[src/rtl/ps2_key_state_tracker_pkg.sv]
// Shared constants for the PS/2 key state tracker: vector width, key index
// map, Set-2 prefix bytes and the prefix-tracking FSM state type.
package ps2_key_state_tracker_pkg;

    localparam int unsigned NUMBEROFKEYBOARDINPUTS = 30;
    localparam int unsigned KEY_IDX_W              = 5;

    localparam logic [KEY_IDX_W-1:0] KEY_0          = 5'd0;
    localparam logic [KEY_IDX_W-1:0] KEY_1          = 5'd1;
    localparam logic [KEY_IDX_W-1:0] KEY_2          = 5'd2;
    localparam logic [KEY_IDX_W-1:0] KEY_3          = 5'd3;
    localparam logic [KEY_IDX_W-1:0] KEY_4          = 5'd4;
    localparam logic [KEY_IDX_W-1:0] KEY_5          = 5'd5;
    localparam logic [KEY_IDX_W-1:0] KEY_6          = 5'd6;
    localparam logic [KEY_IDX_W-1:0] KEY_7          = 5'd7;
    localparam logic [KEY_IDX_W-1:0] KEY_8          = 5'd8;
    localparam logic [KEY_IDX_W-1:0] KEY_9          = 5'd9;
    localparam logic [KEY_IDX_W-1:0] KEY_TILDE      = 5'd10;
    localparam logic [KEY_IDX_W-1:0] KEY_MINUS      = 5'd11;
    localparam logic [KEY_IDX_W-1:0] KEY_EQUAL      = 5'd12;
    localparam logic [KEY_IDX_W-1:0] KEY_BACKSPACE  = 5'd13;
    localparam logic [KEY_IDX_W-1:0] KEY_TAB        = 5'd14;
    localparam logic [KEY_IDX_W-1:0] KEY_Q          = 5'd15;
    localparam logic [KEY_IDX_W-1:0] KEY_W          = 5'd16;
    localparam logic [KEY_IDX_W-1:0] KEY_E          = 5'd17;
    localparam logic [KEY_IDX_W-1:0] KEY_R          = 5'd18;
    localparam logic [KEY_IDX_W-1:0] KEY_T          = 5'd19;
    localparam logic [KEY_IDX_W-1:0] KEY_Y          = 5'd20;
    localparam logic [KEY_IDX_W-1:0] KEY_U          = 5'd21;
    localparam logic [KEY_IDX_W-1:0] KEY_I          = 5'd22;
    localparam logic [KEY_IDX_W-1:0] KEY_O          = 5'd23;
    localparam logic [KEY_IDX_W-1:0] KEY_P          = 5'd24;
    localparam logic [KEY_IDX_W-1:0] KEY_LBRACKET   = 5'd25;
    localparam logic [KEY_IDX_W-1:0] KEY_RBRACKET   = 5'd26;
    localparam logic [KEY_IDX_W-1:0] KEY_BACKSLASH  = 5'd27;
    localparam logic [KEY_IDX_W-1:0] KEY_SPACEBAR   = 5'd28;
    localparam int unsigned          NO_PRESS       = 29;

    localparam logic [7:0] PS2_BREAK  = 8'hF0;
    localparam logic [7:0] PS2_EXTEND = 8'hE0;

    typedef enum logic [1:0] {
        ST_IDLE,
        ST_BRK,
        ST_EXT,
        ST_EXT_BRK
    } ps2_state_e;

endpackage

[src/rtl/ps2_key_state_tracker_if.sv]
// Scancode input / key-state output bundle of the PS/2 key state tracker.
// master = byte source and state consumer, slave = the tracker itself.
interface ps2_key_state_tracker_if #(
    parameter int unsigned NUM_KEYS = 30
);
    logic [7:0]          scanByte;
    logic                scanValid;
    logic [NUM_KEYS-1:0] keyStateStorage;
    logic                keyEventValid;
    logic [4:0]          keyEventIndex;
    logic                keyEventMake;

    modport master (
        output scanByte, scanValid,
        input  keyStateStorage, keyEventValid, keyEventIndex, keyEventMake
    );

    modport slave (
        input  scanByte, scanValid,
        output keyStateStorage, keyEventValid, keyEventIndex, keyEventMake
    );
endinterface

[src/rtl/ps2_scancode_to_key_index.sv]
// Combinational Set-2 scancode to key index lookup; mapped=0 for any code
// that is not one of the supported keys.
module ps2_scancode_to_key_index
    import ps2_key_state_tracker_pkg::*;
(
    input  logic [7:0]           code,
    output logic [KEY_IDX_W-1:0] index,
    output logic                 mapped
);

    // Table lookup; unmapped codes report index 0 with mapped clear.
    always_comb begin
        index  = '0;
        mapped = 1'b1;
        case (code)
            8'h45: index = KEY_0;
            8'h16: index = KEY_1;
            8'h1E: index = KEY_2;
            8'h26: index = KEY_3;
            8'h25: index = KEY_4;
            8'h2E: index = KEY_5;
            8'h36: index = KEY_6;
            8'h3D: index = KEY_7;
            8'h3E: index = KEY_8;
            8'h46: index = KEY_9;
            8'h0E: index = KEY_TILDE;
            8'h4E: index = KEY_MINUS;
            8'h55: index = KEY_EQUAL;
            8'h66: index = KEY_BACKSPACE;
            8'h0D: index = KEY_TAB;
            8'h15: index = KEY_Q;
            8'h1D: index = KEY_W;
            8'h24: index = KEY_E;
            8'h2D: index = KEY_R;
            8'h2C: index = KEY_T;
            8'h35: index = KEY_Y;
            8'h3C: index = KEY_U;
            8'h43: index = KEY_I;
            8'h44: index = KEY_O;
            8'h4D: index = KEY_P;
            8'h54: index = KEY_LBRACKET;
            8'h5B: index = KEY_RBRACKET;
            8'h5D: index = KEY_BACKSLASH;
            8'h29: index = KEY_SPACEBAR;
            default: mapped = 1'b0;
        endcase
    end

endmodule

[src/rtl/ps2_key_state_tracker.sv]
// PS/2 Set-2 byte stream to held-key vector plus one-cycle key events.
// Optional build macro: STUCK_KEY_TIMEOUT_EN (force-release all keys after
// TIMEOUT_CYCLES cycles without a received byte).
module ps2_key_state_tracker
    import ps2_key_state_tracker_pkg::*;
#(
    parameter int unsigned NUM_KEYS       = NUMBEROFKEYBOARDINPUTS,
    parameter int unsigned TIMEOUT_CYCLES = 50_000_000
) (
    input  logic                    clk,
    input  logic                    reset,
    ps2_key_state_tracker_if.slave  bus
);

    localparam logic [NUM_KEYS-1:0] STORAGE_RST = {1'b1, {(NUM_KEYS-1){1'b0}}};

    ps2_state_e            state_q, state_d;
    logic [NUM_KEYS-1:0]   storage_q, storage_d;
    logic [NUM_KEYS-2:0]   keys_q, keys_d;
    logic                  ev_valid_q, ev_valid_d;
    logic [KEY_IDX_W-1:0]  ev_index_q, ev_index_d;
    logic                  ev_make_q, ev_make_d;

    logic [KEY_IDX_W-1:0]  map_index;
    logic                  map_hit;

`ifdef STUCK_KEY_TIMEOUT_EN
    logic [25:0]           idle_cnt_q, idle_cnt_d;
`endif

    ps2_scancode_to_key_index u_map (
        .code   (bus.scanByte),
        .index  (map_index),
        .mapped (map_hit)
    );

    assign keys_q = storage_q[NUM_KEYS-2:0];

    // Prefix tracking and key set/clear decision for the current byte.
    always_comb begin
        state_d    = state_q;
        keys_d     = keys_q;
        ev_valid_d = 1'b0;
        ev_index_d = ev_index_q;
        ev_make_d  = ev_make_q;
        if (bus.scanValid) begin
            case (state_q)
                ST_IDLE: begin
                    if (bus.scanByte == PS2_BREAK) begin
                        state_d = ST_BRK;
                    end else if (bus.scanByte == PS2_EXTEND) begin
                        state_d = ST_EXT;
                    end else if (map_hit && !keys_q[map_index]) begin
                        keys_d[map_index] = 1'b1;
                        ev_valid_d        = 1'b1;
                        ev_index_d        = map_index;
                        ev_make_d         = 1'b1;
                    end
                end
                ST_BRK: begin
                    if (bus.scanByte == PS2_BREAK) begin
                        state_d = ST_BRK;
                    end else if (bus.scanByte == PS2_EXTEND) begin
                        state_d = ST_EXT;
                    end else begin
                        state_d = ST_IDLE;
                        if (map_hit && keys_q[map_index]) begin
                            keys_d[map_index] = 1'b0;
                            ev_valid_d        = 1'b1;
                            ev_index_d        = map_index;
                            ev_make_d         = 1'b0;
                        end
                    end
                end
                ST_EXT: begin
                    state_d = (bus.scanByte == PS2_BREAK) ? ST_EXT_BRK : ST_IDLE;
                end
                default: begin
                    state_d = ST_IDLE;
                end
            endcase
        end
`ifdef STUCK_KEY_TIMEOUT_EN
        idle_cnt_d = bus.scanValid ? '0 : ((&idle_cnt_q) ? idle_cnt_q : idle_cnt_q + 26'd1);
        // A byte arriving in the same cycle wins over the forced release.
        if (!bus.scanValid && (idle_cnt_q >= 26'(TIMEOUT_CYCLES)) && (|keys_q)) begin
            keys_d  = '0;
            state_d = ST_IDLE;
        end
`endif
        storage_d = {~|keys_d, keys_d};
    end

    // Register FSM state, key vector (with derived noPress) and event outputs.
    always_ff @(posedge clk) begin
        if (reset) begin
            state_q    <= ST_IDLE;
            storage_q  <= STORAGE_RST;
            ev_valid_q <= 1'b0;
            ev_index_q <= '0;
            ev_make_q  <= 1'b0;
`ifdef STUCK_KEY_TIMEOUT_EN
            idle_cnt_q <= '0;
`endif
        end else begin
            state_q    <= state_d;
            storage_q  <= storage_d;
            ev_valid_q <= ev_valid_d;
            ev_index_q <= ev_index_d;
            ev_make_q  <= ev_make_d;
`ifdef STUCK_KEY_TIMEOUT_EN
            idle_cnt_q <= idle_cnt_d;
`endif
        end
    end

    assign bus.keyStateStorage = storage_q;
    assign bus.keyEventValid   = ev_valid_q;
    assign bus.keyEventIndex   = ev_index_q;
    assign bus.keyEventMake    = ev_make_q;

endmodule

[src/flat_wrapper.sv]
// flat-port wrapper written by rule: the top's interface ports become plain ports
module ps2_key_state_tracker_flat import ps2_key_state_tracker_pkg::*;
#(
    parameter int unsigned NUM_KEYS       = NUMBEROFKEYBOARDINPUTS,
    parameter int unsigned TIMEOUT_CYCLES = 50_000_000
)
  (clk, reset, bus_scanByte, bus_scanValid, bus_keyStateStorage, bus_keyEventValid, bus_keyEventIndex, bus_keyEventMake);
  ps2_key_state_tracker_if #(.NUM_KEYS(NUM_KEYS)) bus_i ();
  input  logic clk;
  input  logic reset;
  input wire logic [$bits(bus_i.scanByte)-1:0] bus_scanByte;
  input wire logic [$bits(bus_i.scanValid)-1:0] bus_scanValid;
  output wire logic [$bits(bus_i.keyStateStorage)-1:0] bus_keyStateStorage;
  output wire logic [$bits(bus_i.keyEventValid)-1:0] bus_keyEventValid;
  output wire logic [$bits(bus_i.keyEventIndex)-1:0] bus_keyEventIndex;
  output wire logic [$bits(bus_i.keyEventMake)-1:0] bus_keyEventMake;
  assign bus_i.scanByte = bus_scanByte;
  assign bus_i.scanValid = bus_scanValid;
  assign bus_keyStateStorage = bus_i.keyStateStorage;
  assign bus_keyEventValid = bus_i.keyEventValid;
  assign bus_keyEventIndex = bus_i.keyEventIndex;
  assign bus_keyEventMake = bus_i.keyEventMake;
  ps2_key_state_tracker #(.NUM_KEYS(NUM_KEYS), .TIMEOUT_CYCLES(TIMEOUT_CYCLES)) u_core (.clk(clk), .reset(reset), .bus(bus_i));
endmodule
[config.mk]
export PLATFORM = sky130hd
export DESIGN_NAME = ps2_key_state_tracker_flat
export DESIGN_NICKNAME = d
export VERILOG_FILES = /design/src/rtl/ps2_key_state_tracker_pkg.sv /design/src/rtl/ps2_key_state_tracker_if.sv /design/src/rtl/ps2_scancode_to_key_index.sv /design/src/rtl/ps2_key_state_tracker.sv /design/src/flat_wrapper.sv
export SDC_FILE = /design/constraint.sdc
export NUM_CORES = 1
export LEC_CHECK = 0
export ABC_AREA = 1
export CAP_MARGIN = 20
export CORE_ASPECT_RATIO = 0.5
export CORE_UTILIZATION = 50
export CTS_CLUSTER_DIAMETER = 100
export DETAILED_ROUTE_END_ITERATION = 10
export GPL_ROUTABILITY_DRIVEN = 0
export HOLD_SLACK_MARGIN = 0.1
export MAX_ROUTING_LAYER = met4
export PLACE_DENSITY = 0.73
export SLEW_MARGIN = 20
export SYNTH_ARGS = -nofsm -noshare
export SYNTH_HDL_FRONTEND = slang
export SYNTH_HIERARCHICAL = 1
export SYNTH_SLANG_ARGS = --single-unit
[constraint.sdc]
create_clock -name clk -period 6.37 [get_ports clk]
set_input_delay 1.5925 -clock clk [delete_from_list [all_inputs] [get_ports clk]]
set_output_delay 1.5925 -clock clk [all_outputs]
set_load 0.02 [all_outputs]
==> impl_metrics.env <==
export IMPL_outcome="complete, no violations"
export IMPL_critPathLaunchType="input port"
export IMPL_cts_tree="done"
export IMPL_cap_viol_max_count=0
export IMPL_dp_cells=774
export IMPL_ir_drop_mv=0.113
export IMPL_avgSynthCellArea_um2=5.29
export IMPL_num_io_pins=48
export IMPL_fin_nets=701
export IMPL_first_pass_iters=6
export IMPL_powerDensity_mw_per_mm2=153
export IMPL_dp_hpwl_um=7160
export IMPL_worst_hold_path_endpoint="u_core/bus.keyEventIndex[3]"
export IMPL_crit_required_ns=6.55
export IMPL_end_kind="flop"
export IMPL_grt_pass1_vias=3289
export IMPL_antennaDiodeCount=0
export IMPL_io_buffers=47
export IMPL_critical_path_most_common_cell="nand2_1"
export IMPL_r2r_start="u_core/bus.keyStateStorage[12]"
export IMPL_min_from="u_core/bus.keyEventIndex[3]"
export IMPL_cts_buffers=5
export IMPL_fmax_mhz=177
export IMPL_wirelength_um=10200
export IMPL_finalHoldViolations=0
export IMPL_fin_crit_sh_pct=88.5
export IMPL_start_util_pct=52.0
export IMPL_cts_buffer_depth=2
export IMPL_relSlewSlack_pct=42.7
export IMPL_vias=4224
export IMPL_r2r_cells=18
export IMPL_ys_top_cells_by_area="nand2_1 24%, dfxtp_1 22%, nand3_1 14%"
export IMPL_yosysUniqueCellTypes=31
export IMPL_cts_num_sinks=39
export IMPL_drv_slew=0
export IMPL_criticalPathCategory="in2reg"
export IMPL_wl_per_cell_um=13.0
export IMPL_rows=21
export IMPL_clk_pin_slew_ns=0.06
export IMPL_rsz0062_at_grt="false"
export IMPL_syn_area_mm2=0.00350
export IMPL_cp_slowest_cell="nor2_4"
export IMPL_syn_inst=662
export IMPL_fin_cells=783
export IMPL_fin_area_mm2=0.00415
export IMPL_async_reset_ff_share_pct=0
export IMPL_synth_ff_latch_count=39
export IMPL_grt_max_degree=53
export IMPL_ys_top_cells_by_count="225 x nand2_1, 131 x nor2_1, 99 x nand3_1"
export IMPL_setup_viol=0
export IMPL_synth_flop_cell="dfxtp_1"
export IMPL_drtIter0Drc=491
export IMPL_grt_usage_pct=28.8
export IMPL_synth_top_area_share_pct=24.1
export IMPL_synth_edf_count=0
export IMPL_skew_ns=0.00228
export IMPL_post_cts_buffers=0
export IMPL_tns_ns=0
export IMPL_via_per_inst=5.39
export IMPL_area_delta_synth_final_pct=18.5
export IMPL_r2r_end="u_core/bus.keyStateStorage[29]"
export IMPL_fin_crit_ns=5.63
export IMPL_drive_above_1_share_pct=5.35
export IMPL_cts_root_buffer="clkbuf_16"
export IMPL_die_area_mm2=0.00736
export IMPL_antenna_left=0
export IMPL_htreeDepth=2
export IMPL_cts_hold_buf=0
export IMPL_syn_nets=673
export IMPL_antenna_found_initial=0
export IMPL_die_y_um=61.2
export IMPL_p_leak_uw=0.00189
export IMPL_holdPathStages=2
export IMPL_holdWs_ns=0.529
export IMPL_worst_slew_pin_slew_ns=0.859
export IMPL_core_mm2=0.00673
export IMPL_synth_most_common_cell="nand2_1"
export IMPL_clock_latency_ns=0.29
export IMPL_critPathBufInv=3
export IMPL_hp_class="reg2reg"
export IMPL_critPathMaxFanout=31
export IMPL_yosysTopAreaCell="nand2_1"
export IMPL_yosysWarnings=6
export IMPL_dieWidth_um=120
export IMPL_pre_cts_ws_ns=0.560
export IMPL_ys_seq_area_share_pct=22.3
export IMPL_max_stage_delay_ns=0.57
export IMPL_drcViolationCount=0
export IMPL_place_area_mm2=0.00395
export IMPL_ctsResizeCount=0
export IMPL_crit_arrival_ns=5.81
export IMPL_rrSetupSlack_ns=3.76
export IMPL_critical_path_top_delay_family="simple AND/OR/NAND/NOR gates"
export IMPL_grt_overflow=0
export IMPL_finalWorstSetupSlack_ns=0.736
export IMPL_grt_pass1_wl_um=16100
tightest hold or removal path: cells and delay by family (launching register included):
kind,cells,cell delay [ns]
AOI/OAI and AO/OA,2,0.17
DFF,1,0.33
where the power goes:
part / switching, µW / internal (µW) / leakage (µW)
Combinational: 64.5 / 25.1 / 0.00149
Clock: 101 / 195 / 0.0000868
Sequential: 2.08 / 247 / 0.000315
layout make-up:
type / count / area (µm²)
fillers: 701 / 2580
multi-input cells: 541 / 2350
flip-flops and latches: 39 / 781
repair buffers: 52 / 528
inverters: 51 / 196
clock buffers: 6 / 139
well taps: 92 / 115
clock inverters: 2 / 35.0
per-stage QoR:
| step | power (µW) | util, % |
|---|---|---|
| after floorplan | 317 | - |
| after global placement | 341 | 58.7 |
| after detailed placement | 341 | 58.7 |
| after CTS | 638 | 61.3 |
| after global routing | 663 | 61.7 |
| final | 635 | 61.7 |
per-layer routing:
metal	track usage (%)	part of all wire (%)	up-vias	wire [µm]
li1	-	-	2157	-
met1	39.6	49	1886	5030
met2	44.6	43	170	4350
met3	4.72	6.8	11	688
met4	6.70	1.0	0	103
met5	-	0	-	0
cell families (layout without fill, tap and decap cells):
| group | count (synthesis) | after routing | share of synthesized area, % |
|---|---|---|---|
| and+or+nand+nor | 486 | 486 | 58.0 |
| buffers and inverters | 82 | 111 | 10.7 |
| DFF | 39 | 39 | 22.3 |
| AOI/OAI and AO/OA | 55 | 55 | 9.05 |
state kept, by name, indices dropped and copies added, names as in the netlist:
register / cells
u_core/bus.keyStateStorage: 30
u_core/bus.keyEventIndex: 5
u_core/state_q: 2
u_core/bus.keyEventMake: 1
u_core/bus.keyEventValid: 1
how the worst max path moves through the flow:
stage               startpoint                             end  slack [ns]  cells after the start
3_5_place_dp   bus_scanByte[7]  u_core/bus.keyStateStorage[29]        0.56                     25
2_1_floorplan  bus_scanByte[7]  u_core/bus.keyStateStorage[29]        2.39                     30
4_1_cts        bus_scanByte[7]  u_core/bus.keyStateStorage[29]        0.83                     25
5_1_grt        bus_scanByte[6]  u_core/bus.keyStateStorage[29]        0.28                     25
6_report       bus_scanByte[7]  u_core/bus.keyStateStorage[29]        0.74                     25
3_3_place_gp   bus_scanByte[7]  u_core/bus.keyStateStorage[29]        0.62                     25
layout by cell type (no fill, tap or decap), types with 4 or more instances in the layout:
master / synthesis / layout
nand3_1: 99 / 99
o21ai_0: 6 / 6
clkdlybuf4s50_1: 0 / 47
nand4_1: 5 / 5
nor3_1: 10 / 10
a21oi_2: 5 / 5
o21ai_1: 5 / 5
buf_4: 2 / 4
clkbuf_16: 0 / 5
dfxtp_1: 39 / 39
nor2_1: 131 / 130
a21boi_0: 4 / 4
nor2_2: 8 / 8
nand2_1: 225 / 225
inv_1: 47 / 47
a21oi_1: 29 / 29
Note: power is estimated with default switching activity, not from simulation.
